==> src/rtl/fetch_unit.sv <==
// Instruction fetch front end: credit-limited requests to instruction memory, a two-entry
// {instr, pc} FIFO toward decode, and redirect flushes that discard in-flight responses.
module fetch_unit #(
   parameter logic [31:0] RESET_PC  = 32'h0000_0000,
   parameter logic [31:0] NOP_INSTR = 32'h0000_0013
) (
   input  logic        clk,
   input  logic        rst,
   input  logic        stall,
   input  logic        redirect,
   input  logic [31:0] redirect_pc,
   output logic        imem_req,
   output logic [31:0] imem_addr,
   input  logic        imem_rvalid,
   input  logic [31:0] imem_rdata,
   output logic [31:0] instr,
   output logic [31:0] pc,
   output logic [31:0] pc_plus4,
   output logic        instr_valid
);

   logic [31:0] fetchPc_q, fetchPc_d;
   logic [1:0]  outstanding_q, outstanding_d;
   logic [1:0]  discard_q, discard_d;
   logic [1:0]  count_q, count_d;
   logic        head_q, head_d;
   logic [31:0] lastPc_q, lastPc_d;
   logic [31:0] fifoInstr_q [2];
   logic [31:0] fifoPc_q [2];

   logic        respValid;
   logic        pushEn;
   logic        popEn;
   logic        tailIdx;
   logic [1:0]  liveOutstanding;
   logic [31:0] respPc;
   logic [2:0]  creditUse;
   logic [1:0]  unusedRedirectBits;

   assign unusedRedirectBits = redirect_pc[1:0];

   // Requests are sequential from fetchPc, and the surviving (non-discarded) ones are the
   // most recent, so the oldest live request sits liveOutstanding words behind fetchPc.
   always_comb begin
      respValid       = imem_rvalid && (outstanding_q != 2'd0);
      liveOutstanding = outstanding_q - discard_q;
      respPc          = fetchPc_q - {28'd0, liveOutstanding, 2'b00};
      instr_valid     = !rst && (count_q != 2'd0);
      popEn           = instr_valid && !stall && !redirect;
      pushEn          = respValid && (discard_q == 2'd0) && !redirect;
      tailIdx         = head_q ^ count_q[0];
      creditUse       = {1'b0, outstanding_q} + {1'b0, count_q} - {2'b00, popEn};
      imem_req        = !rst && !redirect && (creditUse < 3'd2);
      imem_addr       = {fetchPc_q[31:2], 2'b00};
      instr           = instr_valid ? fifoInstr_q[head_q] : NOP_INSTR;
      pc              = rst ? RESET_PC : (instr_valid ? fifoPc_q[head_q] : lastPc_q);
      pc_plus4        = pc + 32'd4;
   end

   // Next-state: a redirect flushes the FIFO and marks every still-unreturned request as stale.
   always_comb begin
      fetchPc_d     = fetchPc_q;
      outstanding_d = outstanding_q;
      discard_d     = discard_q;
      count_d       = count_q;
      head_d        = head_q;
      lastPc_d      = lastPc_q;
      if (respValid) begin
         outstanding_d = outstanding_q - 2'd1;
      end
      if (imem_req) begin
         outstanding_d = outstanding_d + 2'd1;
         fetchPc_d     = fetchPc_q + 32'd4;
      end
      if (redirect) begin
         fetchPc_d = {redirect_pc[31:2], 2'b00};
         discard_d = outstanding_d;
         count_d   = 2'd0;
         head_d    = 1'b0;
      end else begin
         if (respValid && (discard_q != 2'd0)) begin
            discard_d = discard_q - 2'd1;
         end
         count_d = count_q + {1'b0, pushEn} - {1'b0, popEn};
         if (popEn) begin
            head_d = ~head_q;
         end
      end
      if (instr_valid) begin
         lastPc_d = fifoPc_q[head_q];
      end
   end

   always_ff @(posedge clk) begin
      if (rst) begin
         fetchPc_q     <= RESET_PC;
         outstanding_q <= 2'd0;
         discard_q     <= 2'd0;
         count_q       <= 2'd0;
         head_q        <= 1'b0;
         lastPc_q      <= RESET_PC;
      end else begin
         fetchPc_q     <= fetchPc_d;
         outstanding_q <= outstanding_d;
         discard_q     <= discard_d;
         count_q       <= count_d;
         head_q        <= head_d;
         lastPc_q      <= lastPc_d;
      end
   end

   // FIFO storage needs no reset; count_q alone decides what is valid.
   always_ff @(posedge clk) begin
      if (!rst && pushEn) begin
         fifoInstr_q[tailIdx] <= imem_rdata;
         fifoPc_q[tailIdx]    <= respPc;
      end
   end

endmodule
==> config.mk <==
export PLATFORM = sky130hd
export DESIGN_NAME = fetch_unit
export DESIGN_NICKNAME = d
export VERILOG_FILES = /design/src/rtl/fetch_unit.sv
export SDC_FILE = /design/constraint.sdc
export NUM_CORES = 1
export LEC_CHECK = 0
export ABC_CLOCK_PERIOD_IN_PS = 23200
export CAP_MARGIN = 10
export CORE_UTILIZATION = 32
export CTS_CLUSTER_DIAMETER = 50
export CTS_CLUSTER_SIZE = 16
export DETAILED_ROUTE_END_ITERATION = 8
export GPL_ROUTABILITY_DRIVEN = 0
export PLACE_DENSITY = 0.61
export SYNTH_ARGS = -nofsm -noshare
export SYNTH_HDL_FRONTEND = slang
export SYNTH_SLANG_ARGS = --single-unit
export TNS_END_PERCENT = 10
==> constraint.sdc <==
create_clock -name clk -period 23.2 [get_ports clk]
set_clock_uncertainty 0.15 [all_clocks]
set_input_delay 6.96 -clock clk [delete_from_list [all_inputs] [get_ports clk]]
set_output_delay 6.96 -clock clk [all_outputs]
set_load 0.1 [all_outputs]
==> results.py <==
metrics = {
    "status": {
        "outcome": "finished, final reports clean",
    },
    "routing": {
        "wirelength_um": 24360,
        "drt_first_iter_violations": 379,
        "ant_nets": 0,
        "drc": 0,
        "num_vias": 7145,
        "via_per_inst": 5.032,
        "wl_per_cell_um": 17.15,
        "first_pass_iters": 7,
    },
    "hold_path": {
        "whs_path_depth": 1,
        "hold_path.class": "reg2reg",
    },
    "clocking": {
        "htreeDepth": 4,
        "cts_setup_buffers": 0,
        "cts-root-buf": "clkbuf_16",
        "cts_resized": 0,
        "clkSlewWorstSetupHoldPaths_ps": 70,
        "numCtsBuffers": 17,
        "cts_hold_buf": 0,
        "clkSinkCount": 194,
        "insertion_delay_ps": 430,
        "cts_tree": "built",
        "cts.path.max_buffers": 2,
    },
    "layout": {
        "stdcell_area_sq_um": 12160,
        "area_growth_pct": 29.04,
        "fin_util_pct": 42.15,
        "num-fill-cells": 2759,
        "multiInputGateArea_sq_um": 3908,
        "n_antenna_cell": 0,
        "register_area_sq_um": 5129,
        "drive_gt1_share_pct": 6.660,
        "nets": 1103,
    },
    "floorplanning": {
        "rows": 62,
        "core_sq_um": 28860,
        "initial_core_util_pct": 32.67,
        "io_pins": 199,
        "die_x_um": 173.6,
        "die_h_um": 173.6,
        "die-area_sq_um": 30150,
    },
    "placed_design": {
        "dpl.hpwl_um": 17190,
        "port_buffers": 194,
        "post_dp_cell_area_sq_um": 11600,
    },
    "global_route": {
        "gr-total-overflow": 0,
        "grt_pass1_vias": 6711,
        "grt_pass1_wl_um": 37920,
        "track_usage_pct": 16.19,
        "grt_max_degree": 63,
        "antenna_found_initial": 0,
    },
    "power_and_ir_drop": {
        "p_int_mw": 0.6404,
        "combPwrFrac_pct": 30.6,
        "leakage_nw": 4.025,
        "p_sw_mw": 0.3771,
        "total_power_mw": 1.017,
        "power_density_nw_per_um2": 83.65,
        "vdd_drop_max_mv": 0.05253,
        "power_frac_seq_pct": 41.3,
        "switching_share_pct": 37.06,
        "p_clk_share_pct": 28.1,
    },
    "synth": {
        "async_reset_ff_share_pct": 0,
        "synth_seq_cells": 194,
        "yosys_warnings": 0,
        "ys_seq_area_share_pct": 54.37,
        "yosys_most_used_dff": "edfxtp_1",
        "syn_area_per_cell_sq_um": 10.92,
        "syn_area_sq_um": 9427,
        "synth_cell_type_count": 66,
        "synth_edf_count": 124,
        "synthCells": 863,
    },
    "sta": {
        "fin_crit_ps": 18650,
        "hold_viol": 0,
        "setup_viol_count_final": 0,
        "fin_setup_tns_ps": 0,
        "slew_headroom_pct": 24.08,
        "worstMarginPinSlew_ps": 1128,
        "min_period_over_period_pct": 80.41,
        "fmax_mhz": 53.61,
        "drv_slew": 0,
        "rsz0062_at_grt": "no",
    },
    "setup_path": {
        "path_buf_inv": 5,
        "r2r_cells": 11,
        "max_stage_delay_ps": 1270,
        "cpLargestDelayFamily": "buffers and inverters",
        "end_kind": "primary output",
        "crit_cells": 11,
        "arrival_ps": 11540,
        "crit_slowest_cell": "clkdlybuf4s50_1",
        "crit_chain": "buf_2 -> buf_4 -> or2_1 -> nor4_1 -> o21ai_0 -> fa_1 -> xor2_1 -> nand3_1 -> buf_4 -> inv_1 -> clkdlybuf4s50_1",
        "cp_max_fo": 40,
        "crit_top_cell": "buf_4",
        "start_kind": "primary input",
        "crit_type": "in2out",
        "required_ps": 16090,
    },
    "flow_run": {
        "drv_cap": 0,
    },
}
cell usage after synthesis (9+ instances only):
library cell  count  share of area (%)
edfxtp_1        124                 40
nor2_1          117                4.7
dfxtp_1          70                 15
mux2i_1          60                6.4
nand2_1          49                2.0
xnor2_1          40                3.7
nor3_1           34                1.8
clkbuf_1         30                1.2
a211oi_1         27                2.2
xor2_1           27                2.5
nand3_1          20                1.1
nand4_1          20                1.3
o21ai_0          19                1.0
a21oi_1          18               0.96
a221oi_1         13                1.2
inv_1            13               0.52
buf_2            11               0.58
nor2b_1          11               0.73
a31oi_1          10               0.66
and3_1           10               0.66
nor4_1           10               0.66
buf_1             9               0.36
buf_6             9                1.1
ha_1              9                1.2
cells by family after synthesis:
kind of cell | count (synthesis) | share of synthesized area, %
muxes | 63 | 6.730
adders and majority gates | 11 | 1.619
buffers and inverters | 80 | 4.367
and+or+nand+nor | 320 | 17.02
DFF | 194 | 54.37
AOI/OAI and AO/OA | 127 | 9.637
xor gates and xnor gates | 67 | 6.225
other | 1 | 0.03978
path summary, 6_finish.rpt:
check / startpoint / end / slack, ps
hold reg to reg: lastPc_q[0] / lastPc_q[0] / 350
setup reg to reg: count_q[1] / fetchPc_q[24] / 18670
setup / recovery: rst / imem_req / 4550
hold / removal: lastPc_q[0] / lastPc_q[0] / 350
metrics by stage:
stage	setup slack, ps	hold slack (ps)	std cells
after floorplan	3367	373.6	864
after global placement	4644	330.6	1388
after detailed placement	4596	336.3	1388
after CTS	4565	349.6	1420
after global routing	4204	370.2	1420
final	4545	345.8	1420
worst register-to-register path: cells and delay by family (launching register included):
family,cells,cell delay (ps)
DFF,1,760
AOI/OAI and AO/OA,3,670
xor gates and xnor gates,1,170
adders and majority gates,1,410
and+or+nand+nor,3,1300
buffers and inverters,3,1000
power groups by stage:
stage	Combinational [mW]	Clock [mW]	Sequential, mW
after floorplan	0.213	0	0.452
after global placement	0.309	0	0.428
after detailed placement	0.312	0	0.428
after CTS	0.313	0.293	0.420
after global routing	0.334	0.304	0.423
final	0.311	0.286	0.420
layout by cell type (no fill, tap or decap), drive strengths merged, types with 4 or more instances in the layout:
master,synthesis,routed
clkdlybuf4s50,0,193
edfxtp,124,124
nor2,117,117
dfxtp,70,70
mux2i,60,60
nand2,49,49
xnor2,40,40
nor3,35,35
a211oi,29,29
xor2,27,27
inv,13,22
o21ai,21,21
nand4,20,20
nand3,20,20
a21oi,18,18
clkbuf,30,17
buf,37,14
a221oi,13,13
nor2b,11,11
nor4,11,11
a31oi,10,10
and3,10,10
ha,9,9
nand3b,8,8
and2,6,6
or4,6,6
or3,6,6
nand4b,5,5
a21o,5,5
a22oi,5,5
nor3b,5,5
nand2b,4,4
o22ai,4,4
flip-flops by register name (all words and copies together) (netlist names), named ones only:
register / count
fifoPc_q: 60
count_q: 2
fifoInstr_q: 64
discard_q: 2
outstanding_q: 2
head_q: 1
lastPc_q: 32
fetchPc_q: 30
layer usage:
metal  routed length [um]  vias up  track usage, %
li1                     -     3482               -
met1                12040     3373           23.42
met2                10480      266           24.11
met3                 1524       24           3.684
met4                  317        0           4.569
met5                    0        -               0
final cells by class:
cell class	instances	area share (%)
well taps	384	3.950
clock buffers	17	3.497
flip-flops and latches	194	42.16
repair buffers	207	16.72
multi-input cells	590	32.12
inverters	13	0.4012
clock inverters	15	1.142
No activity file was read; power rests on OpenSTA's default activity.
